--- config.mk ---
export PLATFORM = sky130hd
export DESIGN_NAME = uart_tx
export DESIGN_NICKNAME = d
export VERILOG_FILES = /design/src/rtl/uart_pkg.sv /design/src/rtl/uart_baud_tick_gen.sv /design/src/rtl/uart_tx.sv
export SDC_FILE = /design/constraint.sdc
export NUM_CORES = 1
export LEC_CHECK = 0
export CAP_MARGIN = 20
export CORE_MARGIN = 2
export CORE_UTILIZATION = 40
export DETAILED_ROUTE_END_ITERATION = 6
export GPL_TIMING_DRIVEN = 0
export HOLD_SLACK_MARGIN = 0.1
export PLACE_DENSITY = 0.66
export SLEW_MARGIN = 20
export SYNTH_ARGS = -nofsm -noshare
export SYNTH_HDL_FRONTEND = slang
export SYNTH_SLANG_ARGS = --single-unit
--- constraint.sdc ---
create_clock -name clk -period 2 [get_ports clk]
set_input_delay 0.2 -clock clk [delete_from_list [all_inputs] [get_ports clk]]
set_output_delay 0.2 -clock clk [all_outputs]
set_load 0.05 [all_outputs]
--- src/rtl/uart_pkg.sv ---
// Shared UART definitions: transmitter FSM states, frame geometry and default divisor.
package uart_pkg;

  typedef enum logic [1:0] {
    IDLE  = 2'd0,
    START = 2'd1,
    DATA  = 2'd2,
    STOP  = 2'd3
  } uart_tx_state_t;

  localparam int DATA_BITS            = 8;
  localparam int FRAME_BITS           = 10;
  localparam int CLKS_PER_BIT_DEFAULT = 10416;

  // Clock cycles occupied by one complete 8N1 frame on the line.
  function automatic int frame_cycles(input int clks_per_bit);
    return FRAME_BITS * clks_per_bit;
  endfunction

endpackage

--- src/rtl/uart_baud_tick_gen.sv ---
// Bit-period counter: tick is high in the last cycle of every bit, clear holds the count at 0.
module baud_tick_gen #(
  parameter int CLKS_PER_BIT = uart_pkg::CLKS_PER_BIT_DEFAULT
) (
  input  logic clk,
  input  logic rst_n,
  input  logic clear,
  output logic tick
);

  localparam int             CW   = (CLKS_PER_BIT > 2) ? $clog2(CLKS_PER_BIT) : 1;
  localparam logic [CW-1:0]  LAST = CW'(CLKS_PER_BIT - 1);

  logic [CW-1:0] count_q, count_d;

  assign tick = (count_q == LAST);

  always_comb begin
    count_d = count_q + CW'(1);
    if (clear || tick) begin
      count_d = '0;
    end
  end

  always_ff @(posedge clk) begin
    if (!rst_n) begin
      count_q <= '0;
    end else begin
      count_q <= count_d;
    end
  end

endmodule

--- src/rtl/uart_tx.sv ---
// 8N1 UART transmitter with a one-byte holding register so frames can run back to back.
module uart_tx
  import uart_pkg::*;
#(
  parameter int CLKS_PER_BIT = CLKS_PER_BIT_DEFAULT
) (
  input  logic                 clk,
  input  logic                 rst_n,
  input  logic [DATA_BITS-1:0] data_in,
  input  logic                 data_valid,
  output logic                 data_ready,
  output logic                 tx,
  output logic                 byte_done,
  output logic                 busy
);

  uart_tx_state_t       state_q, state_d;
  logic [DATA_BITS-1:0] hold_data_q, hold_data_d;
  logic                 hold_valid_q, hold_valid_d;
  logic                 data_ready_q, data_ready_d;
  logic [DATA_BITS-1:0] shift_q, shift_d;
  logic [2:0]           bit_idx_q, bit_idx_d;
  logic                 tx_q, tx_d;
  logic                 byte_done_q, byte_done_d;
  logic                 baud_clear;
  logic                 baud_tick;

  baud_tick_gen #(
    .CLKS_PER_BIT(CLKS_PER_BIT)
  ) u_baud (
    .clk  (clk),
    .rst_n(rst_n),
    .clear(baud_clear),
    .tick (baud_tick)
  );

  // Ready mirrors the next holding state, so it is low on any edge where the register empties.
  assign data_ready_d = ~hold_valid_d;

  always_comb begin
    state_d      = state_q;
    hold_data_d  = hold_data_q;
    hold_valid_d = hold_valid_q;
    shift_d      = shift_q;
    bit_idx_d    = bit_idx_q;
    tx_d         = 1'b1;
    byte_done_d  = 1'b0;
    baud_clear   = 1'b0;

    if (data_valid && data_ready_q) begin
      hold_data_d  = data_in;
      hold_valid_d = 1'b1;
    end

    case (state_q)
      IDLE: begin
        baud_clear = 1'b1;
        if (hold_valid_q) begin
          shift_d      = hold_data_q;
          hold_valid_d = 1'b0;
          state_d      = START;
        end
      end
      START: begin
        tx_d = 1'b0;
        if (baud_tick) begin
          bit_idx_d = '0;
          state_d   = DATA;
        end
      end
      DATA: begin
        tx_d = shift_q[0];
        if (baud_tick) begin
          shift_d = shift_q >> 1;
          if (bit_idx_q == 3'd7) begin
            state_d = STOP;
          end else begin
            bit_idx_d = bit_idx_q + 3'd1;
          end
        end
      end
      STOP: begin
        tx_d = 1'b1;
        if (baud_tick) begin
          // Registered alongside tx, so the pulse lands on the final stop-bit cycle of the line.
          byte_done_d = 1'b1;
          if (hold_valid_q) begin
            shift_d      = hold_data_q;
            hold_valid_d = 1'b0;
            state_d      = START;
          end else begin
            state_d = IDLE;
          end
        end
      end
      default: begin
        state_d = IDLE;
      end
    endcase
  end

  always_ff @(posedge clk) begin
    if (!rst_n) begin
      state_q      <= IDLE;
      hold_data_q  <= '0;
      hold_valid_q <= 1'b0;
      data_ready_q <= 1'b1;
      shift_q      <= '0;
      bit_idx_q    <= '0;
      tx_q         <= 1'b1;
      byte_done_q  <= 1'b0;
    end else begin
      state_q      <= state_d;
      hold_data_q  <= hold_data_d;
      hold_valid_q <= hold_valid_d;
      data_ready_q <= data_ready_d;
      shift_q      <= shift_d;
      bit_idx_q    <= bit_idx_d;
      tx_q         <= tx_d;
      byte_done_q  <= byte_done_d;
    end
  end

  assign data_ready = data_ready_q;
  assign tx         = tx_q;
  assign byte_done  = byte_done_q;
  assign busy       = (state_q != IDLE);

endmodule

==> results of run 1 <==
synth_stat cells (2+ instances only):
master / count / area share
nand2_1: 26 / 0.051
nand4_1: 6 / 0.020
nor3_1: 3 / 0.0078
xnor2_1: 8 / 0.037
buf_2: 4 / 0.010
xor2_1: 4 / 0.018
a211oi_1: 14 / 0.055
o21ai_0: 2 / 0.0052
nor4_1: 3 / 0.0098
mux2i_1: 4 / 0.021
a21oi_1: 8 / 0.021
dfxtp_1: 39 / 0.41
mux2_2: 7 / 0.041
nor2b_1: 6 / 0.020
inv_1: 13 / 0.025
or2_2: 2 / 0.0065
nand3_1: 9 / 0.024
clkinv_1: 2 / 0.0039
ha_1: 8 / 0.052
or3_1: 2 / 0.0065
clkbuf_1: 5 / 0.0098
nor2_1: 21 / 0.041
flip-flops by register name, indices dropped and copies added (netlist names):
signal          cells
tx                  1
data_ready          1
bit_idx_q           3
state_q             2
byte_done           1
hold_valid_q        1
hold_data_q         8
u_baud.count_q     14
shift_q             8
routing by layer:
layer / up-vias / wire length (um) / global-route usage
met5: - / 0 / 0
met4: 0 / 55 / 0.05761
met3: 5 / 121 / 0.04006
met2: 17 / 1531 / 0.2062
met1: 664 / 1918 / 0.2135
li1: 785 / - / -
final cells by class:
cell class / count / area share
tap: 54 / 0.03034
clock buffer: 6 / 0.03708
sequential: 39 / 0.3511
timing repair buffer: 13 / 0.05787
buffer: 8 / 0.01629
inverter: 15 / 0.02528
clock inverter: 2 / 0.01573
multi-input combinational: 152 / 0.4663
through the flow:
stage | utilization | TNS (ps)
floorplan | - | 0
global placement | 0.4532 | 0
detailed placement | 0.4532 | -18.57
CTS | 0.4784 | 0
global route | 0.4779 | 0
finish | 0.4779 | 0
kinds of logic after synthesis:
logic type,count (synthesis),share of synthesized area
AOI/OAI and AO/OA,34,0.1392
muxes,11,0.06209
buffers and inverters,24,0.04968
xor gates and xnor gates,12,0.05490
DFF,39,0.4078
adders and majority gates,8,0.05229
and+or+nand+nor,87,0.2340
worst min-delay path: cells and delay by family:
family                 cells  cell delay, ps
AND/OR/NAND/NOR            1             150
multiplexers               1              60
buffers and inverters      1             200
repair_timing:
item / in CTS / in global routing
setup endpoints to repair: 2 / 4
pin swaps: 1 / 1
resized for setup: 2 / 2
endpoints found under the hold margin: 0 / 0
power breakdown:
group | switching [W] | internal, W
clock | 0.000272 | 0.000404
combinational | 0.000545 | 0.000366
sequential | 0.0000710 | 0.000883
path summary, 6_finish.rpt:
path / start / endpoint / slack [ps]
worst max-delay path: state_q[1] / busy / 120
worst min-delay path: rst_n / bit_idx_q[0] / 370
worst max register to register: state_q[0] / state_q[0] / 160
worst min register to register: hold_data_q[4] / hold_data_q[4] / 460
==> metrics.yaml, run 1 <==
cp.required_ps: 1800
critPathMostFrequentCell: "inv_1"
dpl.hpwl_um: 2611
grt_antenna_before_repair: 0
portBuffers: 13
fin_nets: 253
worstPathMaxFanout: 5
coreArea_sq_um: 4661
grt_max_degree: 13
crit_arrival_ps: 1680
final_area_sq_um: 2227
critPathMaxStageDelay_ps: 540
cp-start-kind: "flop"
cp.depth: 4
ff2ff_path_depth: 5
seq_area_sq_um: 782.0
power_density_nw_per_um2: 1140
ys_seq_area_frac: 0.4078
root_buffer: "clkbuf_8"
clock_path_buffers: 2
routabilityCongestion: 0.7905
holdWs_ps: 369.3
finalSetupViolCount: 0
syn_area_per_cell_sq_um: 8.904
ir_worst_vdd_uv: 582.3
worst_slew_pin_slew_ps: 511.7
finalCriticalPeriod_ps: 1882
hold_buffers: 0
num_vias: 1471
clkSlewWorstSetupHoldPaths_ps: 80
dieWidth_um: 73.18
synth_async_sr_flop_share: 0
grt_pass1_wl_um: 6134
critPathSlowestCell: "dlygate4sd2_1"
synthFlopType: "dfxtp_1"
outcome: "completed"
max_freq_ghz: 0.5315
yosysWarnings: 0
hold_viol: 0
pin_count: 15
synthCells: 215
fin_cells: 289
cts_buffers: 5
ant_nets: 0
die_y_um: 73.18
area_growth_pct: 16.34
dieArea_sq_um: 5355
syn_area_sq_um: 1914
drt_iter0_markers: 50
n_antenna_cell: 0
grt_pass1_vias: 1298
layout_commonest_cell: "dfxtp_1"
initial_utilization: 0.4107
leakagePower_nw: 0.7948
synth-seq-cells: 39
cts_post_setup_buffers_inserted: 0
synth.net_count: 234
grt_usage: 0.1475
cp_top_family: "buffers and inverters"
first_pass_iters: 4
drive_gt1_frac: 0.1277
drc_errors: 0
clock_latency_ps: 290
cp.buffers_inverters: 3
vias_per_cell: 5.090
cp-end-kind: "output pin"
wl_per_cell_um: 12.55
placed_area_sq_um: 2112
criticalPathCategory: "reg -> out"
cts_tree: "built"
multiInputGateArea_sq_um: 1039
layout_common_cells: "38 x dfxtp_1, 26 x nand2_1, 21 x nor2_1"
drv_slew: 0
synth-edff-count: 0
setup_slack_ps: 118.4
rsz0062_at_grt: "no"
relSlewSlack: 0.6588
total_power_w: 0.002540
fillers: 455
htreeDepth: 2
ys_types: 41
path_cells: "inv_1 -> ha_1 -> inv_1 -> dlygate4sd2_1"
placed_cells: 282
clock_sinks: 39
hold_path_class: "in -> reg"
finalCritPeriodShare: 0.9408
grt_overflow: 0
hold_depth: 3
rows: 25
drv_cap: 0
place_ws_ps: -9.938
routed_wl_um: 3626
clock_skew_ps: 6.995
Power figures use the tool's default switching activity.
==> inputs of run 2 (changes only) <==
CELL_PAD_IN_SITES_DETAIL_PLACEMENT = 1   (was not set)
CELL_PAD_IN_SITES_GLOBAL_PLACEMENT = 2   (was not set)
CORE_UTILIZATION = 35   (was 40)
PLACE_DENSITY = 0.85   (was 0.66)
==> run 2 against run 1 <==
Net effect:
- first-iteration DRC count grew 22%
- wire length increased by 19%
- hold slack got worse by 1.7 ps
- via count rose by 3.7%
- register-to-register slack barely moved
- die area increased by 13%
- combinational power grew 4.2%
- clock skew increased by 3.0 ps
- final cell count is 5.5% higher
- worst setup slack got worse by 8.3 ps
- power fell by 4.2%
- critical path type unchanged
==> metrics.yaml, run 2 (same netlist as run 1, synthesis figures left out) <==
power_density_nw_per_um2: 1097
cp-end-kind: "output pin"
num_vias: 1525
cts_tree: "built"
outcome: "completed"
area_growth_pct: 15.88
leakagePower_nw: 0.7802
clock_skew_ps: 9.971
grt_pass1_vias: 1526
dieArea_sq_um: 6077
postLayoutCoreUtil: 0.4262
grt_usage: 0.1573
initial_utilization: 0.3678
largest_reg_flops: 14
die_y_um: 77.96
drv_slew: 0
root_buffer: "clkbuf_8"
grt_overflow: 0
pin_count: 15
hold_viol: 0
vias_per_cell: 5.000
finalCritPeriodShare: 0.9449
cp.required_ps: 1800
routabilityCongestion: 0.7611
wl_per_cell_um: 14.19
layout_common_cells: "38 x dfxtp_1, 26 x nand2_1, 21 x nor2_1"
grt_max_degree: 13
criticalPathCategory: "reg -> out"
dieWidth_um: 77.96
clock_latency_ps: 300
grt_pass1_wl_um: 7410
finalCriticalPeriod_ps: 1890
cp.buffers_inverters: 3
path_cells: "inv_1 -> ha_1 -> inv_1 -> dlygate4sd2_1"
clock_sinks: 39
critPathMostFrequentCell: "inv_1"
grt_antenna_before_repair: 0
ir_worst_vdd_uv: 555.8
hold_path_class: "in -> reg"
hold_buffers: 0
drive_gt1_frac: 0.1319
cp_top_family: "buffers and inverters"
coreArea_sq_um: 5205
rsz0062_at_grt: "no"
worstPathMaxFanout: 5
largest_registers: "u_baud.count_q x14, hold_data_q x8, shift_q x8"
max_freq_ghz: 0.5291
clock_path_buffers: 2
clkSlewWorstSetupHoldPaths_ps: 80
cts_buffers: 5
total_power_w: 0.002434
drv_cap: 0
cp-start-kind: "flop"
fin_nets: 253
drc_errors: 0
worst_slew_pin_slew_ps: 527.5
critPathSlowestCell: "dlygate4sd2_1"
htreeDepth: 2
rrSetupSlack_ps: 150
n_antenna_cell: 0
portBuffers: 13
rows: 26
relSlewSlack: 0.6472
regMostFlops: "u_baud.count_q"
dpl.hpwl_um: 3129
critPathMaxStageDelay_ps: 540
drt_iter0_markers: 61
first_pass_iters: 4
layout_commonest_cell: "dfxtp_1"
crit_arrival_ps: 1690
ant_nets: 0
finalSetupViolCount: 0
routed_wl_um: 4327
==> run 2: cell types whose count changed in the layout (fill, tap and decap cells not counted) <==
| cell | delta |
|---|---|
| bufinv_16 | -1 |
| clkinv_2 | +2 |
| clkbuf_8 | -1 |
| or3_1 | -1 |
| or3_4 | +1 |
==> run 2: metrics by stage <==
step	hold WS, ps	area (sq um)	instances	TNS, ps	setup slack [ps]
6_report	367.6	2218	305	0	110.2
5_1_grt	374.5	2218	305	0	20.13
4_1_cts	358.2	2212	305	0	83.91
3_5_place_dp	448.0	2132	298	-347.7	-80.94
3_3_place_gp	442.3	2132	298	-22.10	-22.10
2_1_floorplan	336.0	1914	215	0	259.1
==> run 2: repair_timing <==
action | 4_1_cts | 5_1_grt
endpoints found under the setup margin | 9 | 2
buffers inserted | 0 | 0
pin swaps | 1 | 0
resized for setup | 2 | 3
==> run 2: worst paths after layout <==
kind,from,depth (start not counted),end
hold reg to reg,hold_data_q[1],2,hold_data_q[1]
setup reg to reg,state_q[0],5,shift_q[1]
hold / removal,rst_n,3,bit_idx_q[0]
setup / recovery,state_q[1],4,busy
==> run 2: cell type report <==
| type | instances | area, sq um |
|---|---|---|
| plain buffers | 8 | 36.28 |
| clock buffers | 5 | 68.82 |
| clock inverters | 3 | 15.01 |
| fillers | 646 | 2987 |
| inverters | 15 | 56.30 |
| multi-input cells | 152 | 1044 |
| flip-flops and latches | 39 | 782.0 |
| well taps | 70 | 87.58 |
| repair buffers | 13 | 128.9 |
==> run 2: layer usage <==
layer / share of wire / GRT usage / vias up
met5: 0 / 0 / -
met4: 0.018 / 0.06842 / 0
met3: 0.023 / 0.03837 / 5
met2: 0.45 / 0.2397 / 17
met1: 0.51 / 0.2112 / 726
li1: - / - / 777
==> run 2: worst reg2reg max path, cell delays in order, from the launching register on <==
cell and delay, ps:
dfxtp_2 390, inv_1 80, ha_1 300, or2_2 430
a21o_1 270, a211oi_1 280
==> run 2: power breakdown <==
part | total (W) | internal [W] | leakage (nW) | switching, W
sequential | 0.000953 | 0.000883 | 0.318 | 0.0000709
clock | 0.000532 | 0.000239 | 0.0477 | 0.000293
combinational | 0.000949 | 0.000378 | 0.415 | 0.000571
==> inputs of run 3 (changes only) <==
SLEW_MARGIN = not set   (was 20)
==> results of run 3 <==
No change in the layout: final DEF, timing and power equal those of run 2.
